`config.mk`:
```
export PLATFORM = sky130hd
export DESIGN_NAME = inst_realign
export DESIGN_NICKNAME = d
export VERILOG_FILES = /design/src/rtl/inst_realign_pkg.sv /design/src/rtl/inst_realign_hq.sv /design/src/rtl/inst_realign.sv
export SDC_FILE = /design/constraint.sdc
export NUM_CORES = 1
export LEC_CHECK = 0
export ABC_AREA = 1
export CAP_MARGIN = 25
export CORE_AREA = 2 2 141 143
export DETAILED_ROUTE_END_ITERATION = 16
export DIE_AREA = 0 0 143 145
export HOLD_SLACK_MARGIN = 0.15
export PLACE_DENSITY_LB_ADDON = 0.1
export SKIP_CTS_REPAIR_TIMING = 1
export SYNTH_ARGS = -nofsm -noshare
export SYNTH_HDL_FRONTEND = slang
export SYNTH_SLANG_ARGS = --single-unit
```
`constraint.sdc`:
```
create_clock -name clk -period 3.2 [get_ports clk]
set_clock_uncertainty 0.15 [all_clocks]
set_input_delay 0.8 -clock clk [delete_from_list [all_inputs] [get_ports clk]]
set_output_delay 0.8 -clock clk [all_outputs]
set_load 0.03 [all_outputs]
```
`src/rtl/inst_realign_pkg.sv`:
```
// Shared constants and the RVC length decode used by the realigner.
// No logic state; pure typedefs/constants/helpers.
// No backpressure involvement.
package inst_realign_pkg;

    localparam int          HW_W         = 16;
    localparam logic [63:0] RESET_PC_DEF = 64'h8000_0000;

    // Only the two low bits decide the length of a RISC-V instruction.
    function automatic logic is_rvc(input logic [1:0] lsb);
        return lsb != 2'b11;
    endfunction

endpackage

```
`src/rtl/inst_realign_hq.sv`:
```
// 4-entry halfword shift queue: pop 0/1/2 from head, then append 0/1/2 at tail.
// Registered: pushed halfwords are visible at the head side the next cycle.
// No internal flow control; the caller guarantees room for pushes and data for pops.
module inst_realign_hq
    import inst_realign_pkg::*;
(
    input  logic            clk,
    input  logic            rst_n,
    input  logic            clr,
    input  logic [1:0]      push_cnt,
    input  logic [HW_W-1:0] push_lo,
    input  logic [HW_W-1:0] push_hi,
    input  logic [1:0]      pop_cnt,
    output logic [HW_W-1:0] hq0,
    output logic [HW_W-1:0] hq1,
    output logic [2:0]      count
);

    localparam logic [HW_W-1:0] HW_ZERO = '0;

    logic [HW_W-1:0] q  [4];
    logic [HW_W-1:0] nq [4];
    logic [1:0]      wr_idx;

    always_comb begin
        case (pop_cnt)
            2'd1:    nq = '{q[1], q[2], q[3], HW_ZERO};
            2'd2:    nq = '{q[2], q[3], HW_ZERO, HW_ZERO};
            default: nq = q;
        endcase
        // Pushes only happen with count <= 2, so the tail slot fits in two bits.
        wr_idx = count[1:0] - pop_cnt;
        if (push_cnt != 2'd0) nq[wr_idx] = push_lo;
        if (push_cnt == 2'd2) nq[wr_idx + 2'd1] = push_hi;
    end

    always_ff @(posedge clk or negedge rst_n) begin
        if (!rst_n) begin
            for (int i = 0; i < 4; i++) q[i] <= HW_ZERO;
            count <= 3'd0;
        end else if (clr) begin
            count <= 3'd0;
        end else begin
            q     <= nq;
            count <= count - {1'b0, pop_cnt} + {1'b0, push_cnt};
        end
    end

    assign hq0 = q[0];
    assign hq1 = q[1];

endmodule

```
`src/rtl/inst_realign.sv`:
```
// Realigns 32-bit fetch words into whole 16/32-bit instructions with their PCs.
// Latency: an instruction is presented one cycle after the push that completes it.
// Backpressure: in_ready depends only on queue occupancy; out_ready only gates pops.
module inst_realign
    import inst_realign_pkg::*;
#(
    parameter int              PC_W     = 64,
    parameter logic [PC_W-1:0] RESET_PC = PC_W'(RESET_PC_DEF)
) (
    input  logic            clk,
    input  logic            rst_n,
    input  logic            in_valid,
    output logic            in_ready,
    input  logic [31:0]     in_word,
    input  logic            flush,
    input  logic [PC_W-1:0] flush_pc,
    output logic            out_valid,
    input  logic            out_ready,
    output logic [31:0]     out_inst,
    output logic            out_is_rvc,
    output logic [PC_W-1:0] out_pc
);

    logic [HW_W-1:0] hq0;
    logic [HW_W-1:0] hq1;
    logic [2:0]      count;
    logic [PC_W-1:0] head_pc;
    logic            drop_low;
    logic            head_rvc;
    logic            push;
    logic            pop;
    logic [1:0]      push_cnt;
    logic [1:0]      pop_cnt;
    logic [HW_W-1:0] push_lo;

    assign head_rvc  = is_rvc(hq0[1:0]);
    assign in_ready  = !flush && (count <= 3'd2);
    assign out_valid = !flush && (count != 3'd0) && (head_rvc || count >= 3'd2);
    assign push      = in_valid && in_ready;
    assign pop       = out_valid && out_ready;

    // After a redirect to a halfword-offset PC the low half of the next word is skipped.
    assign push_cnt = !push ? 2'd0 : (drop_low ? 2'd1 : 2'd2);
    assign push_lo  = drop_low ? in_word[31:16] : in_word[15:0];
    assign pop_cnt  = !pop ? 2'd0 : (head_rvc ? 2'd1 : 2'd2);

    inst_realign_hq u_hq (
        .clk      (clk),
        .rst_n    (rst_n),
        .clr      (flush),
        .push_cnt (push_cnt),
        .push_lo  (push_lo),
        .push_hi  (in_word[31:16]),
        .pop_cnt  (pop_cnt),
        .hq0      (hq0),
        .hq1      (hq1),
        .count    (count)
    );

    always_ff @(posedge clk or negedge rst_n) begin
        if (!rst_n) begin
            head_pc  <= RESET_PC;
            drop_low <= 1'b0;
        end else if (flush) begin
            head_pc  <= flush_pc;
            drop_low <= flush_pc[1];
        end else begin
            if (pop) head_pc <= head_pc + (head_rvc ? PC_W'(2) : PC_W'(4));
            if (push && drop_low) drop_low <= 1'b0;
        end
    end

    // An empty queue has no head, so the fields read as zero rather than stale data.
    assign out_is_rvc = (count != 3'd0) && head_rvc;
    assign out_inst   = (count == 3'd0) ? 32'h0 :
                        head_rvc        ? {16'h0, hq0} : {hq1, hq0};
    assign out_pc     = head_pc;

endmodule

```
==> results of run 1 <==
[state kept, by name, indices dropped and copies added (netlist names)]
| signal | flops |
|---|---|
| out_pc | 64 |
| u_hq.hq1 | 16 |
| u_hq.hq0 | 16 |
| u_hq.count | 3 |
| u_hq.q | 32 |
| drop_low | 1 |
[stage by stage]
step | TNS [ns] | total power [µW] | utilization
2_1_floorplan | 0 | 6240 | -
3_3_place_gp | 0 | 8060 | 0.660
3_5_place_dp | -0.326 | 8190 | 0.660
4_1_cts | -0.0476 | 10100 | 0.689
5_1_grt | 0 | 10800 | 0.693
6_report | 0 | 10100 | 0.693
[Yosys cell counts, drive strengths merged]
master	n	area, µm²
dfrtp	131	3280
o31ai	1	7.51
xnor2	9	78.8
or2	9	56.3
o211ai	41	308
o221ai	6	52.6
o22ai	4	25.0
buf	40	210
clkbuf	34	128
dfstp	1	26.3
fa	3	60.1
nor2	178	718
nor3	26	130
nand3	178	891
inv	199	747
nand2	554	2100
a22o	3	26.3
clkinv	2	7.51
o21ai	66	330
nand3b	3	22.5
nor4	2	12.5
ha	4	50.1
xor2	44	385
o21bai	1	7.51
nor3b	3	22.5
a21oi	17	88.8
and2	1	6.26
nand4	43	299
[routing by layer]
| layer | wire, µm | vias to the layer above |
|---|---|---|
| met4 | 1640 | 0 |
| li1 | - | 5515 |
| met3 | 2510 | 121 |
| met1 | 14000 | 5266 |
| met2 | 18000 | 538 |
| met5 | 0 | - |
[final cells by class]
type / count / area [µm²]
tap: 265 / 332
clock inverter: 15 / 133
fill: 1708 / 5900
timing repair buffer: 260 / 2630
sequential: 132 / 3300
multi-input combinational: 1196 / 5720
clock buffer: 17 / 425
inverter: 201 / 759
[cells by family (layout without fill, tap and decap cells)]
family / after synthesis / after routing / synth area share
AND/OR/NAND/NOR: 997 / 997 / 0.423
XOR/XNOR: 53 / 53 / 0.0461
AO/OA/AOI/OAI: 139 / 139 / 0.0839
buffers and inverters: 275 / 493 / 0.108
flip-flops: 132 / 132 / 0.328
adder cells (fa/ha/maj): 7 / 7 / 0.0109
[power by group through the flow]
stage                     clock network [µW]  logic [µW]  registers [µW]
final                                   1910        5290            2910
after floorplan                            0        3120            3120
after global placement                     0        5150            2920
after global routing                    1990        5840            3000
after detailed placement                   0        5270            2920
after CTS                               1920        5290            2900
[how the worst max path moves through the flow]
stage                              from            to  slack (ns)  cells past startpoint
after floorplan                   flush  u_hq.hq0[14]       0.006                     16
after global placement        out_ready    u_hq.q[22]        0.01                     14
after detailed placement      out_ready    u_hq.q[18]       -0.05                     14
after CTS                   u_hq.hq0[1]  out_inst[25]       -0.02                      6
after global routing      u_hq.count[1]   out_inst[1]     0.00009                      6
final                       u_hq.hq0[1]  out_inst[20]         0.1                      6
[worst reg2reg max path: cells and delay by family (launching register included)]
family,cells,cell delay (ns)
and+or+nand+nor,6,1.07
DFF,1,0.41
adders and majority gates,2,0.51
AOI/OAI and AO/OA,1,0.08
buffers and inverters,2,0.36
xor gates and xnor gates,1,0.18
==> impl_results.md, run 1 <==
* Worst setup EP type: output port
* Final ANT Viol Nets at 0
* P_int at roughly 5400 µW
* Mapped Avg Cell Area at between 6 and 7 µm²
* Unique masters post-synth at 40
* Clock sink total at about 130
* Total congestion overflow at 0
* Max Fanout on Critical Path at 11
* Syn nets at between 1500 and 2000
* Non-Filler Instances at 2086
* Minimum clock period at 3.10 ns
* Final setup violation count at 0
* DIE AREA at ~21000 µm²
* Sequential power share at 0.288
* Ant. Diodes at 0
* Global-route met1 utilization at 0.421
* Die width at approximately 140 µm
* CTS clk-pin slew, worst paths at 0.06 ns
* GPL Wtd Cong at approximately 1.0
* # H-tree levels at 4
* Wire per inst at ~17 µm
* Vias in the first global route at roughly 11000
* Final hold slack at around 0.21 ns
* Max Clock Freq at roughly 320 MHz
* Port Buf Inserts at approximately 200
* First-pass GRT wire length at about 58000 µm
* GRT met2 Usage at 0.608
* Gate power share at 0.523
* Worst-Margin Slew at approximately 0.67 ns
* Die Y at ~150 µm
* Setup ws final at 0.0952 ns
* Initial DRC Count at 993
* DP Area at approximately 13000 µm²
* Pwr per Cell Area at around 760 nW/µm²
* Static Leak at between 0.006 and 0.007 µW
* GRT Total Usage at 0.353
* Yosys reg bits at 132
* RSZ-0062 raised after global routing: false
* Total CTS buffers at 17
* Drt total wl at roughly 36000 µm
* CTS root buf: clkbuf_16
* Crit path arrival time at 2.15 ns
* Crit share post-route at 0.970
* CORE AREA at slightly below 20000 µm²
* Initial cell density of the core at 0.525
* Clock power share at 0.189
* Worst min path class: in2async
* GRT Max-Usage Layer: met2
* Setup slack, reg-to-reg at about 0.31 ns
* Largest net degree at the start of global routing at between 60 and 70
* Crit-path max cell delay at about 0.68 ns
* Fin. max-slew vios at 0
* Antenna violations before repair at 0
* Clock latency on the worst-skew pair at between 0.4 and 0.5 ns
* Number of cells after detailed placement at between 2000 and 2500
* DRC violations left at 0
* Post-layout net count at ~1900
* Row count at between 50 and 60
* Via count at ~11000
* Slew headroom at 0.550
* DRT Pass-1 Iters at 6
* Met3 usage at 0.0551
* CP Cell Sequence: nand2_2 -> clkinv_2 -> buf_4 -> nand2_1 -> nor2_1 -> clkdlybuf4s50_1
* Worst R2R Path Depth at 12
* Worst R2R End: out_pc[49]
* Commonest non-fill, non-tap cell in the layout: nand2_1
* Net Sw Power at ~4700 µW
* Vias per cell at around 5.5
* Cell area after layout at ~13000 µm²
* Layout cells sized above 1 at 0.0725
* DP Worst Slack at -0.0544 ns
* Worst Path Class, Setup: reg2out
* Switching share of power at 0.466
* FF-to-FF Start: u_hq.hq0[1]
* Detailed placement HPWL at roughly 26000 µm
* YS warnings at 0
* Highest-count cells in the layout ignoring fill and taps: nand2_1, inv_1, nand3_1
* Area grow syn2layout at 32.0%
* Max Root-Sink Buffers at 2
* Outcome: finished, final reports clean
* Mapped Area at 10100 µm²
* Slowest stage cell, crit path: clkdlybuf4s50_1
* Worst VDD drop at roughly 430 µV
* Worst path required time at about 2.3 ns
* Mapped Cells at 1603
* Max Cap Viol at 0
* Seq/Total Area, Yosys at 0.328
* Fin. Hold Viols at 0
* I/O pins at 200
* CTS tree: yes
* Worst path bufs/invs at 3
* Top delay family on crit path: buffers and inverters
* Critical Path Start Type: flop
Note: power is estimated with default switching activity, not from simulation.
==> inputs of run 2 (changes only) <==
--- a/constraint.sdc
+++ b/constraint.sdc
@@ -4,2 +4,2 @@
 set_output_delay 0.8 -clock clk [all_outputs]
-set_load 0.03 [all_outputs]
+set_load 0.005 [all_outputs]
==> run 2 against run 1 <==
Effect of this change:
- sequential power barely moved
- clock power grew 5%
- power is 6.3% lower
- non-clock buffer count rose by 10
- first-iteration DRC count decreased by 5.4%
- fmax grew 0.77%
- cell count up 0.48%
- critical path type unchanged
- largest power group unchanged
==> impl_results.md, run 2 (synthesized netlist as in run 1, its figures left out) <==
* Worst setup EP type: output port
* Max Fanout on Critical Path at 20
* Total CTS buffers at 17
* Row count at roughly 50
* Die Y at between 100 and 150 µm
* # H-tree levels at 4
* Area grow syn2layout at 32.5%
* CTS root buf: clkbuf_16
* Critical Path Start Type: flop
* DRT Pass-1 Iters at 6
* Highest-count cells in the layout ignoring fill and taps: nand2_1, clkdlybuf4s50_1, inv_1
* Worst VDD drop at 433 µV
* Fin. Hold Viols at 0
* Worst path bufs/invs at 3
* CTS clk-pin slew, worst paths at 0.07 ns
* Crit share post-route at 0.963
* Clock sink total at between 100 and 150
* Drt total wl at roughly 36000 µm
* CORE AREA at 19200 µm²
* GRT Total Usage at 0.348
* Wire per inst at 17.2 µm
* I/O pins at 200
* Worst-Margin Slew at around 0.68 ns
* Post-layout net count at about 1900
* CP Cell Sequence: nand2_2 -> inv_2 -> buf_12 -> nand2_1 -> nor2_1 -> clkdlybuf4s50_1
* Port Buf Inserts at roughly 200
* Largest net degree at the start of global routing at 67
* Detailed placement HPWL at about 26000 µm
* Max Cap Viol at 0
* Storage cell area at between 3000 and 4000 µm²
* Minimum clock period at 3.08 ns
* Setup_tns at 0 ns
* Max Clock Freq at between 300 and 400 MHz
* Ant. Diodes at 0
* DIE AREA at just over 20000 µm²
* Tot Pwr at between 9000 and 10000 µW
* Commonest non-fill, non-tap cell in the layout: nand2_1
* Crit-path max cell delay at roughly 0.5 ns
* Slowest stage cell, crit path: clkdlybuf4s50_1
* RSZ-0062 raised after global routing: false
* Top delay family on crit path: buffers and inverters
* GPL Wtd Cong at roughly 1
* Vias in the first global route at about 11000
* Via count at between 10000 and 15000
* Multi-input logic area at approximately 5700 µm²
* DRC violations left at 0
* Initial cell density of the core at 0.525
* Fin. max-slew vios at 0
* Total congestion overflow at 0
* Fillers at about 1700
* Final ANT Viol Nets at 0
* Crit path arrival time at between 2 and 2.5 ns
* Outcome: finished, final reports clean
* Antenna violations before repair at 0
* Die width at approximately 140 µm
* Clock latency on the worst-skew pair at roughly 0.43 ns
* Initial DRC Count at roughly 940
* Number of flip-flops in the largest register at 64
* Vias per cell at approximately 5.5
* Worst path required time at 2.25 ns
* Layout cells sized above 1 at 0.0759
* Slew headroom at 0.548
* CTS tree: yes
* Worst Path Class, Setup: reg2out
* Max Root-Sink Buffers at 2
* First-pass GRT wire length at between 50000 and 60000 µm
* Static Leak at around 0.0064 µW
* Pwr per Cell Area at approximately 710 nW/µm²
* Final setup violation count at 0
* Worst min path class: in2async
-- run 2: cell type report --
cell class	count	area share
Timing Repair Buffer	270	0.201
Sequential cell	132	0.247
Inverter	201	0.0566
Tap cell	265	0.0248
Clock buffer	18	0.0321
Multi-Input combinational cell	1196	0.427
Clock inverter	14	0.0112
-- run 2: stage by stage --
step | worst slack, ns | hold WS [ns] | instances | cell area (µm²) | util
final | 0.119 | 0.214 | 2096 | 13400 | 0.696
after global routing | 0.0415 | 0.271 | 2096 | 13400 | 0.696
after global placement | 0.108 | 0.303 | 2064 | 12800 | 0.665
after detailed placement | 0.0685 | 0.327 | 2064 | 12800 | 0.665
after floorplan | 0.0212 | 0.315 | 1603 | 10100 | -
after CTS | 0.0980 | 0.243 | 2096 | 13400 | 0.695
-- run 2: worst paths after layout --
kind / slack (ns) / cells after the start / from / endpoint
max: 0.12 / 6 / u_hq.hq0[0] / out_inst[29]
min: 0.21 / 1 / rst_n / out_pc[8]
max reg2reg: 0.44 / 15 / u_hq.count[1] / u_hq.hq0[8]
min reg2reg: 0.34 / 2 / out_pc[0] / out_pc[0]
max in group asynchronous: 1.99 / 2 / rst_n / out_pc[31]
min in group clk: 0.34 / 2 / out_pc[0] / out_pc[0]
-- run 2: routing by layer --
metal,routed length (µm),track usage,up-vias
li1,-,-,5537
met1,13900,0.415,5266
met2,18000,0.600,528
met3,2440,0.0594,117
met4,1680,0.173,0
met5,0,0,-
-- run 2: report_power, final --
| part | internal, µW | total [µW] | leakage, µW | switching, µW |
|---|---|---|---|---|
| sequential | 2260 | 2930 | 0.00160 | 675 |
| clock | 1150 | 2000 | 0.000277 | 842 |
| combinational | 2040 | 4540 | 0.00455 | 2500 |
| total | 5450 | 9470 | 0.00643 | 4020 |
